## src/rtl/mcp3002_responder.sv

```systemverilog
// mcp3002_responder
//   SPI responder that looks like an MCP3002 2-channel 10-bit ADC to an
//   external master (SPI mode 0,0). It decodes the start/SGL/ODD/MSBF
//   command and returns a 10-bit value taken from parallel sample inputs.
//   The OFDM RX path can then be exercised in loopback without real analog.
// Ports
//   clk, rst              system clock (>= 8x spi_clk), sync active-high reset
//   spi_cs/clk/din        master signals, asynchronous to clk
//   spi_dout, spi_dout_oe data to master and its pad output enable
//   ch0_data, ch1_data    10-bit sample values for CH0 / CH1
//   conv_done             1-clk pulse once B0 has been shifted out
//   conv_cfg              {SGL, ODD, MSBF} of the last decoded command
//   conv_value            value latched for the last decoded command
//   frame_error           1-clk pulse when cs rises mid CMD/DATA
module mcp3002_responder #(
  parameter int SYNC_STAGES = 2
) (
  input  logic       clk,
  input  logic       rst,
  input  logic       spi_cs,
  input  logic       spi_clk,
  input  logic       spi_din,
  output logic       spi_dout,
  output logic       spi_dout_oe,
  input  logic [9:0] ch0_data,
  input  logic [9:0] ch1_data,
  output logic       conv_done,
  output logic [2:0] conv_cfg,
  output logic [9:0] conv_value,
  output logic       frame_error
);

  localparam logic [2:0] S_IDLE       = 3'd0;
  localparam logic [2:0] S_WAIT_START = 3'd1;
  localparam logic [2:0] S_CMD        = 3'd2;
  localparam logic [2:0] S_DATA       = 3'd3;
  localparam logic [2:0] S_LSBF       = 3'd4;
  localparam logic [2:0] S_TRAIL      = 3'd5;

  // Synchronizers: all three pins share the same depth so din stays
  // aligned with the synced clock edge that samples it.
  logic [SYNC_STAGES-1:0] cs_sync, clk_sync, din_sync;
  logic                   clk_prev;
  logic                   cs_s, clk_s, din_s, rise, fall;

  always_ff @(posedge clk) begin
    if (rst) begin
      cs_sync  <= '1;
      clk_sync <= '0;
      din_sync <= '0;
      clk_prev <= 1'b0;
    end else begin
      cs_sync  <= {cs_sync[SYNC_STAGES-2:0], spi_cs};
      clk_sync <= {clk_sync[SYNC_STAGES-2:0], spi_clk};
      din_sync <= {din_sync[SYNC_STAGES-2:0], spi_din};
      clk_prev <= clk_s;
    end
  end

  assign cs_s  = cs_sync[SYNC_STAGES-1];
  assign clk_s = clk_sync[SYNC_STAGES-1];
  assign din_s = din_sync[SYNC_STAGES-1];
  assign rise  = clk_s & ~clk_prev;
  assign fall  = ~clk_s & clk_prev;

  logic [2:0]  state;
  logic [3:0]  bit_cnt;
  logic        sgl_r, odd_r, msbf_r;
  logic [9:0]  shreg;

  // Value select. With SGL=1 the selected channel is simply in_p; with
  // SGL=0 the difference is taken one bit wider so a negative result is
  // visible in the sign bit and clamps to zero instead of wrapping.
  logic [9:0]  in_p, in_n, sel_value;
  logic [10:0] diff;

  always_comb begin
    in_p      = odd_r ? ch1_data : ch0_data;
    in_n      = odd_r ? ch0_data : ch1_data;
    diff      = {1'b0, in_p} - {1'b0, in_n};
    sel_value = sgl_r ? in_p : (diff[10] ? 10'd0 : diff[9:0]);
  end

  always_ff @(posedge clk) begin
    if (rst) begin
      state       <= S_IDLE;
      bit_cnt     <= 4'd0;
      sgl_r       <= 1'b0;
      odd_r       <= 1'b0;
      msbf_r      <= 1'b0;
      shreg       <= 10'd0;
      spi_dout    <= 1'b0;
      spi_dout_oe <= 1'b0;
      conv_done   <= 1'b0;
      conv_cfg    <= 3'd0;
      conv_value  <= 10'd0;
      frame_error <= 1'b0;
    end else begin
      conv_done   <= 1'b0;
      frame_error <= 1'b0;
      if (cs_s) begin
        // cs has priority over any clock edge seen in the same sample.
        // In S_DATA, bit_cnt==10 means B0 is already on the wire.
        if (state == S_CMD || (state == S_DATA && bit_cnt != 4'd10))
          frame_error <= 1'b1;
        state       <= S_IDLE;
        spi_dout    <= 1'b0;
        spi_dout_oe <= 1'b0;
      end else begin
        case (state)
          S_IDLE: state <= S_WAIT_START;
          S_WAIT_START: begin
            if (rise && din_s) begin
              state   <= S_CMD;
              bit_cnt <= 4'd0;
            end
          end
          S_CMD: begin
            if (rise && bit_cnt < 4'd3) begin
              case (bit_cnt)
                4'd0: sgl_r <= din_s;
                4'd1: odd_r <= din_s;
                default: begin
                  // sgl_r/odd_r are already settled here; the channel
                  // inputs are captured once and never looked at again.
                  msbf_r     <= din_s;
                  shreg      <= sel_value;
                  conv_value <= sel_value;
                  conv_cfg   <= {sgl_r, odd_r, din_s};
                end
              endcase
              bit_cnt <= bit_cnt + 4'd1;
            end else if (fall && bit_cnt == 4'd3) begin
              spi_dout_oe <= 1'b1;
              spi_dout    <= 1'b0;   // null bit
              state       <= S_DATA;
              bit_cnt     <= 4'd0;
            end
          end
          S_DATA: begin
            if (fall) begin
              if (bit_cnt != 4'd10) begin
                spi_dout <= shreg[4'd9 - bit_cnt];
                bit_cnt  <= bit_cnt + 4'd1;
              end else begin
                conv_done <= 1'b1;
                if (msbf_r) begin
                  spi_dout <= 1'b0;
                  state    <= S_TRAIL;
                end else begin
                  // LSB-first repeat starts at B1; B0 was just sent.
                  spi_dout <= shreg[1];
                  bit_cnt  <= 4'd2;
                  state    <= S_LSBF;
                end
              end
            end
          end
          S_LSBF: begin
            if (fall) begin
              if (bit_cnt != 4'd10) begin
                spi_dout <= shreg[bit_cnt];
                bit_cnt  <= bit_cnt + 4'd1;
              end else begin
                spi_dout <= 1'b0;
                state    <= S_TRAIL;
              end
            end
          end
          S_TRAIL: spi_dout <= 1'b0;
          default: state <= S_IDLE;
        endcase
      end
    end
  end

endmodule

```

## config.mk

```make
export PLATFORM = sky130hd
export DESIGN_NAME = mcp3002_responder
export DESIGN_NICKNAME = d
export VERILOG_FILES = /design/src/rtl/mcp3002_responder.sv
export SDC_FILE = /design/constraint.sdc
export NUM_CORES = 1
export LEC_CHECK = 0
export ABC_AREA = 1
export BUFFER_PORTS_ARGS = -buffer_cell sky130_fd_sc_hd__buf_2
export CAP_MARGIN = 10
export CORE_MARGIN = 2
export CORE_UTILIZATION = 45
export DETAILED_ROUTE_END_ITERATION = 16
export PLACE_DENSITY_LB_ADDON = 0.08
export SLEW_MARGIN = 30
export SYNTH_ARGS = -nofsm -noshare
export SYNTH_HDL_FRONTEND = slang
export SYNTH_SLANG_ARGS = --single-unit
```

## constraint.sdc

```tcl
create_clock -name clk -period 2.65 [get_ports clk]
set_input_delay 0.265 -clock clk [delete_from_list [all_inputs] [get_ports clk]]
set_output_delay 0.265 -clock clk [all_outputs]
set_load 0.005 [all_outputs]
```

Word-level counts from Yosys, hierarchy flattened
Cells that the tools add are included.
Widths: inputs -> output; s select.
{"block": "op_classes", "bitwise": 10, "n_reduce_logical": 20, "div_mod_pow": 0, "shifts": 0, "addsub": 3, "muxes": 36, "eq_ne": 18, "magnitude_cmp": 3, "multipliers": 0}
{"op": "$mux 10", "n": 4}
{"op": "$mux 4", "n": 8}
{"op": "$mux 3", "n": 7}
{"op": "$pmux 3 s6", "n": 1}
{"op": "$pmux 4 s4", "n": 1}
{"op": "$reduce_and 8->1", "n": 2}
{"op": "$ne 2x2->1 const B", "n": 7}
{"op": "$mux 1", "n": 12}
{"op": "$reduce_and 4->1", "n": 3}
{"op": "$sub 10x10->11", "n": 1}
{"op": "$lt 4x5->1 const B", "n": 2}
{"op": "$bmux 1 s4", "n": 2}
{"op": "$not 1->1", "n": 8}
{"op": "$reduce_bool 4->1", "n": 2}
{"op": "$eq 3x2->1 const B", "n": 2}
{"op": "$eq 3x3->1 const B", "n": 2}
{"op": "$reduce_or 2->1", "n": 3}
{"op": "$reduce_and 5->1", "n": 1}
{"op": "$add 4x1->4 const B", "n": 1}
{"op": "$eq 4x1->1 const B", "n": 1}
{"op": "$eq 4x2->1 const B", "n": 1}
{"op": "$logic_and 1x1->1", "n": 4}
{"op": "$logic_not 4->1", "n": 1}
{"op": "$lt 4x2->1 const B", "n": 1}
{"op": "other kinds (12)", "n": 13}
{"block": "word_totals", "rom_bits": 0, "mem_bits_rw": 0, "elab_cells": 105, "register_bits": 34, "latch_bits": 0, "inputBits": 25, "memories": 0}

Depth between registers and ports, before layout
Gate-level depths: netlist (run 1).
{"block": "logic_depth", "ltp_word": 6, "depth_mapped": 18}

Worst setup path before layout (run 1)
Ideal clock, no wire load.
{"block": "synth_timing", "kind": "register -> register", "from": "register odd_r", "to": "register shreg[3]", "synth_period_minus_slack_ps": 2434, "required_time_ps": 2581, "setup_time_ps": 69, "stages_incl_launch_ff": 17, "n_path_buf": 3, "setup_slack_ps": 216, "t_arrival_ps": 2365, "cell_sequence": "dfxtp_1 clkbuf_2 clkbuf_1 clkbuf_1 nand2_1 o21ai_0 ha_1 fa_1 o21ai_1 nand2_1 nand2_1 nand2_1 nand2_1 nand2_1 nor2_1 nand2_1 a21oi_2"}
{"block": "synth_between", "elab_chain_len": 4}
{"element": "start, declared", "line": "68", "source": "logic sgl_r, odd_r, msbf_r;"}
{"element": "start signal, assigned", "line": "122", "source": "4'd1: odd_r <= din_s;"}
{"element": "$mux 10 (on tied branches)", "line": "78, 79"}
{"element": "$sub 10x10->11", "line": "80", "source": "diff = {1'b0, in_p} - {1'b0, in_n};"}
{"element": "$mux 10", "line": "81", "source": "sel_value = sgl_r ? in_p : (diff[10] ? 10'd0 : diff[9:0]);"}
{"element": "$mux 10 *", "line": "81"}
{"element": "end signal, assigned", "line": "127", "source": "shreg <= sel_value;"}
{"element": "end, declared", "line": "69", "source": "logic [9:0] shreg;"}
Mark *: on every way between the ends. The rest lies on a longest branch, timed or not.
A chain may end at the register's enable or synchronous reset.

Final worst setup path (run 1)
Ends and elaborated chain as after synthesis.

==> flow_summary.toml, run 1 <==
[run_status]
status = "complete, no violations"

[floorplan]
initial_utilization = 0.467
core.rowCount = 27
die_h_microns = 79.6
ios = 42
dieWidth_microns = 79.6
coreArea_sq_mm = 0.00551
die-area_sq_mm = 0.00633

[yosys]
synth_seq_area_share = 0.257
synthArstFlopShare = 0
synth.most_common_cell = "nand2_1"
synth_top_area_share = 0.257
yosysWarnings = 0
syn_area_sq_mm = 0.00257
yosys_register_bits = 33
synth-main-ff-cell = "dfxtp_1"
synth_fp_nets = 449
synth_common_cells = "nand2_1, inv_1, dfxtp_1"
syn_avg_cell_area_sq_um = 6.30
netlist_instances = 408
ys_types = 39
synth_area_leaders = "dfxtp_1, nand2_1, inv_1"
yosys.area.top_type = "dfxtp_1"
synth_edf_count = 0

[clock_tree]
insertion_delay_ps = 280
clock_sinks = 33
cts_root_buffer = "clkbuf_8"
tritoncts = "done"
cts_buffer_depth = 2
path_clk_slew_ps = 70
hold_buffers = 0
htreeDepth = 2
cts_buffers = 5

[timing]
rsz0062_at_grt = "no"
finalCriticalPeriod_ps = 2360
worst_pin_slew_ps = 454
final.setup.tns_ps = 0
fin_crit_sh = 0.892
finalSetupViolCount = 0
drv_slew = 0
worst_clock_skew_ps = 6.84
clock.fmax_ghz = 0.423
max_slew_margin = 0.697
hold_viol = 0

[setup_path]
cp_num_cells = 14
startpoint = "odd_r"
worstPathArrival_ps = 2580
cp-start-kind = "flop"
cp_max_fo = 8
rr_startpoint = "odd_r"
end_kind = "flop"
max_stage_delay_ps = 450
rr_worst_depth = 14
worstSetupEndpoint = "shreg[3]"
worstPathCellList = "inv_1 -> or2_2 -> o21ai_0 -> inv_1 -> fa_1 -> o21ai_2 -> nand2_1 -> nand2_1 -> nand2_1 -> nand2_1 -> nand2_1 -> nor2_1 -> nand2_1 -> a21oi_2"
rr_endpoint = "shreg[3]"
slowest_stage = "fa_1"
path_buf_inv = 2
cpLargestDelayFamily = "simple AND/OR/NAND/NOR gates"
path_class = "flop to flop"
r2r_slack_ps = 290
timing.critical_path.mode_cell = "nand2_1"
crit_required_ps = 2870

[detailed_routing]
drtPass1Iterations = 5
vias = 2581
ant_nets = 0
wirelength_mm = 6.43
routedWlPerCell_microns = 12.3
drt-initial-drc-count = 106
drcViolationCount = 0
avgViaCountPerCell = 4.94

[power]
pwr-share-comb = 0.156
powerDensity_mw_per_mm2 = 370
swShare = 0.265
switchingPower_mw = 0.289
leakage_nw = 1.41
p_int_mw = 0.802
clockPowerShare = 0.383
ir_worst_vdd_uv = 320
power_frac_seq = 0.461

[global_routing]
globalRouteOverflowTotal = 0
grt_max_degree = 28
grt_pass1_vias = 2424
grt_util_all_layers = 0.223
grt_pass1_wl_mm = 11.2
antenna_found_initial = 0

[finish]
drive_gt1_frac = 0.193
n_antenna_cell = 0
areaGrowthSynthToFinish_pct = 14.6
postLayoutCoreUtil = 0.535
nets = 490

[place]
gp_congestion = 0.859
dp_hpwl_mm = 5.16
io_buffers = 41

[run]
maxCapViolations = 0

[worst_hold_path]
hp-class = "input pin to flop"
hold_depth = 2
==> area by class of cell <==
cell class / count / area, sq um
fillers: 582 / 2560
clock inverters: 1 / 5.00
flip-flops and latches: 33 / 662
well taps: 72 / 90.1
repair buffers: 46 / 243
multi-input cells: 300 / 1610
inverters: 63 / 238
clock buffers: 7 / 96.3
==> state kept, by name (all words and copies together), names as in the netlist, 2 cells and up <==
signal	count
cs_sync	2
conv_cfg	3
clk_sync	2
din_sync	2
bit_cnt	4
shreg	10
state	3
==> how the worst min path moves through the flow <==
| stage | start | endpoint | slack (ps) |
|---|---|---|---|
| final | spi_cs | cs_sync[0] | 170 |
| after global routing | spi_cs | cs_sync[0] | 160 |
| after CTS | spi_cs | cs_sync[0] | 160 |
| after detailed placement | cs_sync[0] | cs_sync[1] | 390 |
| after global placement | din_sync[0] | din_sync[1] | 390 |
| after floorplan | spi_cs | cs_sync[0] | 370 |
==> power by group through the flow <==
| stage | Sequential [mW] | Clock (mW) | Combinational [mW] |
|---|---|---|---|
| after floorplan | 0.514 | 0 | 0.119 |
| after global placement | 0.515 | 0 | 0.167 |
| after detailed placement | 0.515 | 0 | 0.167 |
| after CTS | 0.503 | 0.431 | 0.167 |
| after global routing | 0.504 | 0.461 | 0.195 |
| final | 0.503 | 0.418 | 0.170 |
==> cells by family (layout without fill, tap and decap cells) <==
group | Yosys count | count (layout) | synth area share
xor+xnor | 8 | 8 | 0.0273
fa+ha+maj | 16 | 16 | 0.0808
flops | 33 | 33 | 0.257
compound gates | 73 | 73 | 0.161
buf+inv | 75 | 117 | 0.117
mux | 2 | 2 | 0.00779
simple gates | 201 | 201 | 0.349
==> worst register-to-register path: stages (launching register included) <==
cell and delay [ps]:
dfxtp_2 390, inv_1 60, or2_2 270, o21ai_0 120, inv_1 100, fa_1 450
o21ai_2 220, nand2_1 70, nand2_1 90, nand2_1 60, nand2_1 90, nand2_1 90
nor2_1 100, nand2_1 70, a21oi_2 110
==> what timing repair did <==
| item | 4_1_cts | 5_1_grt |
|---|---|---|
| setup endpoints to repair | 0 | 10 |
| resized for setup | 0 | 3 |
| buffers inserted | 0 | 0 |
==> metrics by stage <==
stage / hold slack, ps / instances / worst slack [ps] / cell area, sq um / total power [mW]
floorplan: 369 / 408 / 216 / 2570 / 0.634
global placement: 393 / 514 / 309 / 2840 / 0.682
detailed placement: 392 / 514 / 205 / 2840 / 0.682
CTS: 163 / 522 / 183 / 2940 / 1.10
global route: 157 / 522 / 15.1 / 2950 / 1.16
finish: 171 / 522 / 285 / 2950 / 1.09
==> layout by cell type (no fill, tap or decap), types with 2 or more instances in the layout <==
| cell | count |
|---|---|
| xnor2_1 | 2 |
| clkbuf_8 | 7 |
| a211oi_1 | 3 |
| clkinv_2 | 2 |
| nand3b_1 | 3 |
| o21ai_2 | 3 |
| nand2_1 | 122 |
| nand3_2 | 3 |
| nor3_1 | 4 |
| buf_2 | 41 |
| dfxtp_1 | 32 |
| a21oi_2 | 5 |
| a31oi_1 | 2 |
| nor2_2 | 2 |
| buf_4 | 5 |
| mux2i_1 | 2 |
| inv_1 | 53 |
| o21ai_1 | 5 |
| ha_1 | 15 |
| clkinv_1 | 2 |
| o21ai_0 | 27 |
| nor2_4 | 3 |
| nor2_1 | 27 |
| xor2_1 | 6 |
| a21oi_1 | 24 |
| or2_2 | 4 |
| a21o_1 | 2 |
| nand3_1 | 28 |
| inv_2 | 7 |
==> per-layer routing <==
| metal | up-vias | routed length (microns) | GRT usage | part of all wire |
|---|---|---|---|---|
| met5 | - | 0 | 0 | 0 |
| met4 | 0 | 63 | 0.0638 | 0.0098 |
| met3 | 6 | 276 | 0.0419 | 0.043 |
| met2 | 57 | 2760 | 0.333 | 0.43 |
| met1 | 1135 | 3320 | 0.324 | 0.52 |
| li1 | 1383 | - | - | - |
No activity file was read; power rests on OpenSTA's default activity.
==> run 2: changes to the inputs <==
==> constraint.sdc (replaced) <==
create_clock -name clk -period 3 [get_ports clk]
set_input_delay 0.3 -clock clk [delete_from_list [all_inputs] [get_ports clk]]
set_output_delay 0.3 -clock clk [all_outputs]
set_load 0.005 [all_outputs]
==> flow_summary.toml, run 2 (synthesis gave the netlist of run 1 again) <==
[timing]
fin_crit_sh = 0.830
worst_pin_slew_ps = 479
clock.fmax_ghz = 0.401
drv_slew = 0
rsz0062_at_grt = "no"
timing.final.ws_setup_ps = 509
max_slew_margin = 0.680
final.setup.tns_ps = 0
finalCriticalPeriod_ps = 2490
hold_viol = 0
finalSetupViolCount = 0
worst_clock_skew_ps = 7.78

[finish]
top_regs = "shreg: 10 flops, bit_cnt: 4 flops"
largest-register = "shreg"
final_cell_mix = "nand2_1, inv_1, buf_2"
postLayoutCoreUtil = 0.528
nets = 487
n_antenna_cell = 0
final_common_cell = "nand2_1"
drive_gt1_frac = 0.183
largest_reg_flops = 10
areaGrowthSynthToFinish_pct = 13.1

[clock_tree]
post_cts_buffers = 0
insertion_delay_ps = 300
cts_buffer_depth = 2
hold_buffers = 0
post_cts_resized = 0
path_clk_slew_ps = 80
cts_buffers = 5
clock_sinks = 33
htreeDepth = 2
tritoncts = "done"
cts_root_buffer = "clkbuf_8"

[run_status]
status = "complete, no violations"

[power]
powerDensity_mw_per_mm2 = 324
ir_worst_vdd_uv = 234
leakage_nw = 1.37

[floorplan]
coreArea_sq_mm = 0.00551
initial_utilization = 0.467
core.rowCount = 27
dieWidth_microns = 79.6
die-area_sq_mm = 0.00633
die_h_microns = 79.6
ios = 42

[setup_path]
end_kind = "flop"
path_class = "flop to flop"
crit_required_ps = 3230
cp_max_fo = 33
cp-start-kind = "flop"
worstPathArrival_ps = 2720

[detailed_routing]
drt-initial-drc-count = 126
wirelength_mm = 6.45
ant_nets = 0
routedWlPerCell_microns = 12.4
drcViolationCount = 0
avgViaCountPerCell = 5.05
drtPass1Iterations = 5
vias = 2621

[place]
pre_cts_slack_ps = 511
io_buffers = 41
gp_congestion = 0.882
dp_hpwl_mm = 5.14

[global_routing]
grt_max_degree = 34
grt_pass1_vias = 2307
use_met2 = 0.325
antenna_found_initial = 0
globalRouteOverflowTotal = 0
grt_util_all_layers = 0.218
top_usage_layer = "met2"
use_met1 = 0.323
grt_pass1_wl_mm = 10.9
met3_usage = 0.0362

[worst_hold_path]
hp-class = "input pin to flop"

[run]
maxCapViolations = 0
## run 2: changes by cell type in the layout (fill, tap and decap cells not counted), sizes merged
cell / delta
clkbuf: -2
clkinvlp: +3
buf: -3
clkinv: -1
## run 2: final timing paths
| path | start | endpoint | slack (ps) | cells after the start |
|---|---|---|---|---|
| setup / recovery | odd_r | shreg[3] | 510 | 13 |
| hold reg to reg | clk_sync[0] | clk_sync[1] | 400 | 2 |
| hold / removal | spi_cs | cs_sync[0] | 180 | 2 |
| setup reg to reg | odd_r | shreg[3] | 510 | 13 |
## run 2: layout make-up
| type | instances | area [sq um] |
|---|---|---|
| fill | 579 | 2600 |
| multi-input combinational | 300 | 1610 |
| sequential | 33 | 661 |
| inverter | 63 | 238 |
| timing repair buffer | 43 | 220 |
| tap | 72 | 90.1 |
| clock buffer | 5 | 68.8 |
| clock inverter | 3 | 22.5 |
## run 2: per-stage QoR
stage	instances	hold WS [ps]	power (mW)	area (sq um)
floorplan	408	388	0.560	2570
global placement	511	393	0.604	2820
detailed placement	511	395	0.603	2820
CTS	519	175	0.948	2910
global route	519	174	0.992	2910
finish	519	182	0.944	2910
## run 2: worst max-delay path: stages (launching register included)
cell     delay (ps)
dfxtp_1         330
buf_4           280
o21ai_0         180
ha_1            260
fa_1            410
o21ai_1         270
nand2_1          80
nand2_1         100
nand2_1          60
nand2_1          80
nand2_1         100
nor2_1          100
nand2_1          70
a21oi_2         110
## run 2: per-layer routing
metal / routed length (microns) / share of wire / vias to the layer above
met3: 319 / 0.049 / 9
met1: 3310 / 0.51 / 1174
met2: 2740 / 0.43 / 66
met5: 0 / 0 / -
met4: 75 / 0.012 / 0
li1: - / - / 1372
## run 2: power by group
part	internal [mW]	total [mW]	switching [mW]
Sequential	0.442	0.445	0.00240
Combinational	0.0578	0.148	0.0903
Clock	0.163	0.351	0.189
